--- config.mk ---
export PLATFORM = sky130hd
export DESIGN_NAME = pixel_line_cache
export DESIGN_NICKNAME = d
export VERILOG_FILES = /design/src/rtl/pixel_cache_pkg.sv /design/src/rtl/pixel_word_extract.sv /design/src/rtl/pixel_line_cache.sv
export SDC_FILE = /design/constraint.sdc
export NUM_CORES = 1
export LEC_CHECK = 0
export CORE_MARGIN = 5
export CORE_UTILIZATION = 59
export CTS_BUF_LIST = sky130_fd_sc_hd__clkbuf_16
export CTS_CLUSTER_DIAMETER = 50
export DETAILED_ROUTE_END_ITERATION = 10
export PLACE_DENSITY = 0.91
export SYNTH_ARGS = -nofsm -noshare
export SYNTH_HDL_FRONTEND = slang
export SYNTH_SLANG_ARGS = --single-unit
--- constraint.sdc ---
create_clock -name clk -period 5.6 [get_ports clk]
set_input_delay 1.12 -clock clk [delete_from_list [all_inputs] [get_ports clk]]
set_output_delay 1.12 -clock clk [all_outputs]
set_load 0.02 [all_outputs]
--- src/rtl/pixel_cache_pkg.sv ---
// Shared types and helpers for the pixel line cache: FSM states, memory word
// width and the pixel-coordinate to word-address mapping.
package pixel_cache_pkg;

  localparam int unsigned WORD_BITS = 8;

  typedef enum logic [1:0] {
    S_IDLE,
    S_LOOKUP,
    S_FILL,
    S_RESP
  } state_t;

  function automatic logic [31:0] word_addr(input logic [9:0] x,
                                            input logic [9:0] y,
                                            input int unsigned width,
                                            input int unsigned ppw);
    return 32'(y) * (width / ppw) + 32'(x) / ppw;
  endfunction

endpackage

--- src/rtl/pixel_word_extract.sv ---
// Selects one BPP-wide pixel out of a memory word, LSB-first by column.
module pixel_word_extract
  import pixel_cache_pkg::*;
#(
  parameter int unsigned BPP = 1
) (
  input  logic [WORD_BITS-1:0] word,
  input  logic [9:0]           x,
  output logic [BPP-1:0]       pixel
);

  localparam int unsigned PPW = WORD_BITS / BPP;

  logic [WORD_BITS-1:0] shifted;

  always_comb begin
    shifted = word >> ((32'(x) % PPW) * BPP);
    pixel   = shifted[BPP-1:0];
  end

endmodule

--- src/rtl/pixel_line_cache.sv ---
// Small fully-associative word cache in front of a fixed-latency frame memory,
// answering one pixel lookup at a time.
module pixel_line_cache
  import pixel_cache_pkg::*;
#(
  parameter int unsigned WIDTH      = 640,
  parameter int unsigned HEIGHT     = 480,
  parameter int unsigned BPP        = 1,
  parameter int unsigned ENTRIES    = 4,
  parameter int unsigned RD_LATENCY = 1,
  localparam int unsigned PPW = WORD_BITS / BPP,
  localparam int unsigned AW  = $clog2(WIDTH * HEIGHT / PPW)
) (
  input  logic                 clk,
  input  logic                 reset,
  input  logic                 req_valid,
  output logic                 req_ready,
  input  logic [9:0]           req_x,
  input  logic [9:0]           req_y,
  input  logic                 flush,
  output logic                 rsp_valid,
  output logic [BPP-1:0]       rsp_pixel,
  output logic                 rsp_oob,
  output logic [AW-1:0]        rdaddress,
  input  logic [WORD_BITS-1:0] rdata
);

  localparam int unsigned IW = (ENTRIES > 1) ? $clog2(ENTRIES) : 1;

  state_t               state, state_next;
  logic [9:0]           x_q, y_q;
  logic [AW-1:0]        addr;
  logic                 oob, hit, accept;
  logic [WORD_BITS-1:0] hit_data, sel_word;
  logic [BPP-1:0]       pixel;
  logic [ENTRIES-1:0]   valid;
  logic [AW-1:0]        tag  [ENTRIES];
  logic [WORD_BITS-1:0] data [ENTRIES];
  logic [IW-1:0]        rr_ptr, victim;
  logic                 any_invalid;
  logic [2:0]           fill_cnt;
  logic                 fill_last, fill_flushed, install;

  assign req_ready = (state == S_IDLE) && !flush && !reset;
  assign accept    = req_valid && req_ready;
  assign addr      = AW'(word_addr(x_q, y_q, WIDTH, PPW));
  assign oob       = (32'(x_q) >= WIDTH) || (32'(y_q) >= HEIGHT);
  assign fill_last = (state == S_FILL) && (32'(fill_cnt) == RD_LATENCY);
  // A flush seen at any point of the fill, including its final edge, blocks the install.
  assign install   = fill_last && !fill_flushed && !flush;
  assign sel_word  = (state == S_FILL) ? rdata : hit_data;

  pixel_word_extract #(.BPP(BPP)) u_extract (
    .word  (sel_word),
    .x     (x_q),
    .pixel (pixel)
  );

  always_comb begin
    hit      = 1'b0;
    hit_data = '0;
    for (int unsigned i = 0; i < ENTRIES; i++) begin
      if (valid[i] && tag[i] == addr) begin
        hit      = 1'b1;
        hit_data = data[i];
      end
    end
  end

  always_comb begin
    any_invalid = 1'b0;
    victim      = rr_ptr;
    for (int unsigned i = 0; i < ENTRIES; i++) begin
      if (!valid[i] && !any_invalid) begin
        any_invalid = 1'b1;
        victim      = IW'(i);
      end
    end
  end

  always_comb begin
    state_next = state;
    case (state)
      S_IDLE:   if (accept) state_next = S_LOOKUP;
      S_LOOKUP: state_next = (hit || oob) ? S_RESP : S_FILL;
      S_FILL:   if (fill_last) state_next = S_RESP;
      S_RESP:   state_next = S_IDLE;
      default:  state_next = S_IDLE;
    endcase
  end

  always_ff @(posedge clk) begin
    if (reset) begin
      state        <= S_IDLE;
      valid        <= '0;
      rr_ptr       <= '0;
      rsp_valid    <= 1'b0;
      rsp_pixel    <= '0;
      rsp_oob      <= 1'b0;
      rdaddress    <= '0;
      fill_cnt     <= '0;
      fill_flushed <= 1'b0;
      x_q          <= '0;
      y_q          <= '0;
    end else begin
      state     <= state_next;
      rsp_valid <= 1'b0;
      rsp_pixel <= '0;
      rsp_oob   <= 1'b0;
      if (accept) begin
        x_q <= req_x;
        y_q <= req_y;
      end
      if (state == S_LOOKUP) begin
        if (oob) begin
          rsp_valid <= 1'b1;
          rsp_oob   <= 1'b1;
        end else if (hit) begin
          rsp_valid <= 1'b1;
          rsp_pixel <= pixel;
        end else begin
          rdaddress    <= addr;
          fill_cnt     <= '0;
          fill_flushed <= flush;
        end
      end
      if (state == S_FILL) begin
        fill_cnt <= fill_cnt + 1'b1;
        if (flush) fill_flushed <= 1'b1;
        if (fill_last) begin
          rsp_valid <= 1'b1;
          rsp_pixel <= pixel;
        end
      end
      if (install) begin
        valid[victim] <= 1'b1;
        if (!any_invalid)
          rr_ptr <= (32'(rr_ptr) == ENTRIES - 1) ? '0 : rr_ptr + 1'b1;
      end
      if (flush) valid <= '0;
    end
  end

  always_ff @(posedge clk) begin
    if (install) begin
      tag[victim]  <= addr;
      data[victim] <= rdata;
    end
  end

endmodule
==> flow_summary_export.csv, run 1 <==
group,metric,value,unit
critical_path,critPathLaunch,"y_q[1]$_SDFFE_PP0P_",
critical_path,required,5.95,ns
critical_path,r2r_start,"y_q[1]$_SDFFE_PP0P_",
power_and_ir_drop,p_clk_share,38.5,%
floorplan,pin_count,52,
layout,multiInputGateArea,0.00331,mm2
clock_tree,cts_buffers,17,
place,hpwl,11.7,mm
grt,grt_max_degree,49,
layout,drive_above_1_share,9.42,%
floorplan,initial_utilization,60.8,%
logic_synthesis,avgSynthCellArea,11.4,um2
place,gp_congestion,0.928,
job,cap_violations,0,
critical_path,r2r_cells,15,
clock_tree,tritoncts,"done",
grt,grt_util_all_layers,24.5,%
timing,fmax,192,MHz
timing,timing.setup.tns,0,ns
layout,fin_nets,758,
critical_path,critical_path.max_fanout,18,
timing,slew_headroom,24.3,%
timing,setup_violations,0,
power_and_ir_drop,power_density,307,mW/mm2
power_and_ir_drop,internal_power,0.00194,W
critical_path,worstPathCellList,"ha_1 -> ha_1 -> fa_1 -> a211oi_2 -> o22ai_1 -> nor4b_4 -> nor4b_4 -> xnor3_1 -> and4b_1 -> nand2_1 -> nand2_1 -> nor4_4 -> nand2_2 -> a21bo_1 -> a21oi_1",
floorplan,dieHeight,122,um
power_and_ir_drop,pwr-share-comb,15.7,%
grt,antenna_found_initial,0,
power_and_ir_drop,peakVddDrop,0.257,mV
critical_path,critPathCaptureType,"flop",
logic_synthesis,ys_types,75,
power_and_ir_drop,leakage,3.06,nW
logic_synthesis,synth-edff-count,96,
critical_path,critPathKind,"flop to flop",
timing,hold_viol,0,
layout,fin_util,71.0,%
hold_path,holdCritPathClass,"flop to flop",
run_status,status,"complete, no violations",
timing,fin_crit_sh,92.9,%
timing,post-route-min-period,5.20,ns
clock_tree,htree_levels,4,
logic_synthesis,synth_seq_cells,147,
power_and_ir_drop,p_sw_share,26.6,%
layout,antenna_cells,0,
floorplan,rows,40,
logic_synthesis,netlist_area,0.00737,mm2
drt,routed_via_density,6.19,
timing,layout_setup_ws,0.398,ns
drt,first_pass_iters,5,
critical_path,max_stage_delay,0.46,ns
floorplan,die_area,0.0148,mm2
grt,overflow,0,
power_and_ir_drop,p_sw,0.000704,W
timing,report.final.slew_viol_count,0,
layout,regArea,0.00390,mm2
place,io_buffers,51,
clock_tree,cts_sinks,147,
clock_tree,clock_path_buffers,2,
logic_synthesis,syn-num-nets,703,
layout,area_delta_synth_final,16.8,%
place,place_ws,0.502,ns
drt,drc_errors,0,
clock_tree,root_buffer,"clkbuf_16",
timing,rsz0062_at_grt,"false",
logic_synthesis,syn_inst,644,
layout,final_cell_area,0.00860,mm2
floorplan,fp.dieW,122,um
critical_path,worst_setup_path_start_kind,"flop",
grt,grt_first_pass_wirelength,28.2,mm
drt,drt-initial-drc-count,604,
drt,vias,5439,
critical_path,crit_slowest_cell,"fa_1",
power_and_ir_drop,p_seq_share,45.8,%
clock_tree,postCtsHoldBufs,0,
drt,wl,17.6,mm
drt,ant_nets,0,
place,place_area,0.00805,mm2
critical_path,r2r-end,"fill_flushed$_SDFF_PP0_",
timing,tightest_slew,1.13,ns
logic_synthesis,synthArstFlopShare,0,%
critical_path,rrSetupSlack,0.40,ns
layout,fillers,798,
timing,clock_skew,0.00615,ns
critical_path,cp.arrival,5.55,ns
floorplan,core,0.0121,mm2
critical_path,cp-endpoint,"fill_flushed$_SDFF_PP0_",
logic_synthesis,synth-warning-count,0,
clock_tree,clkTransAtPathRegs,0.06,ns
clock_tree,insertion_delay,0.42,ns
logic_synthesis,ys_seq_area_share,53.0,%
grt,grt_pass1_vias,5505,
logic_synthesis,synthFlopType,"edfxtp_1",
drt,routedWlPerCell,20.0,um
[worst min path at each step]
stage / from / end / slack [ns] / cells after the start
floorplan: fill_flushed$_SDFF_PP0_ / fill_flushed$_SDFF_PP0_ / 0.44 / 2
global placement: rdaddress[6]$_SDFFE_PP0P_ / rdaddress[6]$_SDFFE_PP0P_ / 0.45 / 2
detailed placement: rdaddress[9]$_SDFFE_PP0P_ / rdaddress[9]$_SDFFE_PP0P_ / 0.46 / 2
CTS: rdaddress[2]$_SDFFE_PP0P_ / rdaddress[2]$_SDFFE_PP0P_ / 0.47 / 2
global route: rdaddress[2]$_SDFFE_PP0P_ / rdaddress[2]$_SDFFE_PP0P_ / 0.49 / 2
finish: rdaddress[0]$_SDFFE_PP0P_ / rdaddress[0]$_SDFFE_PP0P_ / 0.47 / 2
[through the flow]
| stage | hold slack (ns) | total power (W) | cells |
|---|---|---|---|
| 3_5_place_dp | 0.459 | 0.00163 | 845 |
| 2_1_floorplan | 0.445 | 0.00151 | 644 |
| 5_1_grt | 0.493 | 0.00273 | 879 |
| 3_3_place_gp | 0.445 | 0.00161 | 845 |
| 6_report | 0.471 | 0.00264 | 879 |
| 4_1_cts | 0.469 | 0.00264 | 876 |
[cells by family (layout without fill, tap and decap cells)]
group,after synthesis,count (layout),share of synthesized area (%)
XOR/XNOR,80,80,11.7
buffers and inverters,41,108,2.31
flip-flops,147,147,53.0
multiplexers,5,5,0.679
adder cells (fa/ha/maj),27,27,4.79
AND/OR/NAND/NOR,216,216,16.1
AO/OA/AOI/OAI,128,128,11.5
[worst max-delay path, delay by kind of cell, from the launching register on]
| family | cells | cell delay [ns] |
|---|---|---|
| XOR/XNOR | 1 | 0.29 |
| adder cells (fa/ha/maj) | 3 | 0.96 |
| flip-flops | 1 | 0.41 |
| AO/OA/AOI/OAI | 4 | 1.01 |
| AND/OR/NAND/NOR | 7 | 2.44 |
[Yosys cell counts, types with 4 or more instances]
library cell | n | area, um2
ha_1 | 25 | 313
o21ai_0 | 16 | 80.1
mux2i_1 | 5 | 50.1
nor4_1 | 7 | 43.8
xnor2_1 | 55 | 482
edfxtp_1 | 96 | 2880
nand2_1 | 86 | 323
nand3_1 | 23 | 115
nor2_1 | 32 | 120
and3_1 | 4 | 25.0
nand4_1 | 13 | 81.3
xnor3_1 | 8 | 180
xor2_1 | 14 | 123
clkbuf_1 | 18 | 67.6
buf_2 | 7 | 35.0
a22oi_1 | 4 | 30.0
inv_1 | 14 | 52.6
o211ai_1 | 8 | 60.1
o21a_1 | 5 | 37.5
nor3_1 | 7 | 35.0
nor3b_1 | 5 | 37.5
a21oi_1 | 55 | 275
dfxtp_1 | 51 | 1020
[flip-flops by register name (all words and copies together), names as in the netlist, 2 cells and up]
name       cells
rdaddress     16
fill_cnt       3
tag           64
data          32
y_q           10
valid          4
state          2
x_q           10
rr_ptr         2
[layout by cell type (no fill, tap or decap), types with 7 or more instances in the layout]
cell type	count
clkbuf_16	17
o21ai_0	16
clkdlybuf4s50_1	51
xnor3_1	8
ha_1	25
nand2_1	86
buf_4	12
nand4_1	13
inv_1	16
o211ai_1	8
edfxtp_1	96
xnor2_1	55
nand3_1	23
nor3_1	7
dfxtp_1	51
nor4_1	7
a21oi_1	55
nor2_1	28
xor2_1	14
[layer usage]
layer  vias to the layer above  wire (um)  GRT usage [%]
met4                         0        563           12.0
li1                       2487          -              -
met3                        45       1180           4.97
met5                         -          0              0
met1                      2643       7040           30.4
met2                       264       8820           40.9
[power by group through the flow]
stage / clock [W] / sequential (W) / combinational [W]
after floorplan: 0 / 0.00123 / 0.000285
after global placement: 0 / 0.00123 / 0.000376
after detailed placement: 0 / 0.00123 / 0.000398
after global routing: 0.00107 / 0.00121 / 0.000447
final: 0.00102 / 0.00121 / 0.000414
after CTS: 0.00102 / 0.00121 / 0.000405
[cell type report]
class                           instances  share of cell area [%]
Clock buffer                           17                    4.94
Clock inverter                         14                    1.15
Inverter                               14                   0.611
Multi-Input combinational cell        456                    38.5
Sequential cell                       147                    45.4
Tap cell                              168                    2.44
Timing Repair Buffer                   63                    6.98
[repair_timing]
item | in CTS | in global routing
resized for setup | 0 | 1
buffers inserted | 0 | 3
setup endpoints to repair | 0 | 6
(Power assumes the default switching activity.)
==> run 2: changes to the inputs <==
--- a/config.mk
+++ b/config.mk
@@ -9,6 +9,7 @@
 export CORE_UTILIZATION = 59
 export CTS_BUF_LIST = sky130_fd_sc_hd__clkbuf_16
 export CTS_CLUSTER_DIAMETER = 50
+export CTS_CLUSTER_SIZE = 12
 export DETAILED_ROUTE_END_ITERATION = 10
 export PLACE_DENSITY = 0.91
 export SYNTH_ARGS = -nofsm -noshare
==> results of run 2 <==
The final DEF is identical to that of run 1; final timing and power are the same.
==> run 3: changes to the inputs <==
--- a/config.mk
+++ b/config.mk
@@ -5,6 +5,7 @@
 export SDC_FILE = /design/constraint.sdc
 export NUM_CORES = 1
 export LEC_CHECK = 0
+export ABC_CLOCK_PERIOD_IN_PS = 5600
 export CORE_MARGIN = 5
 export CORE_UTILIZATION = 59
 export CTS_BUF_LIST = sky130_fd_sc_hd__clkbuf_16
==> results of run 3 <==
The final DEF is identical to that of run 1; final timing and power are the same.
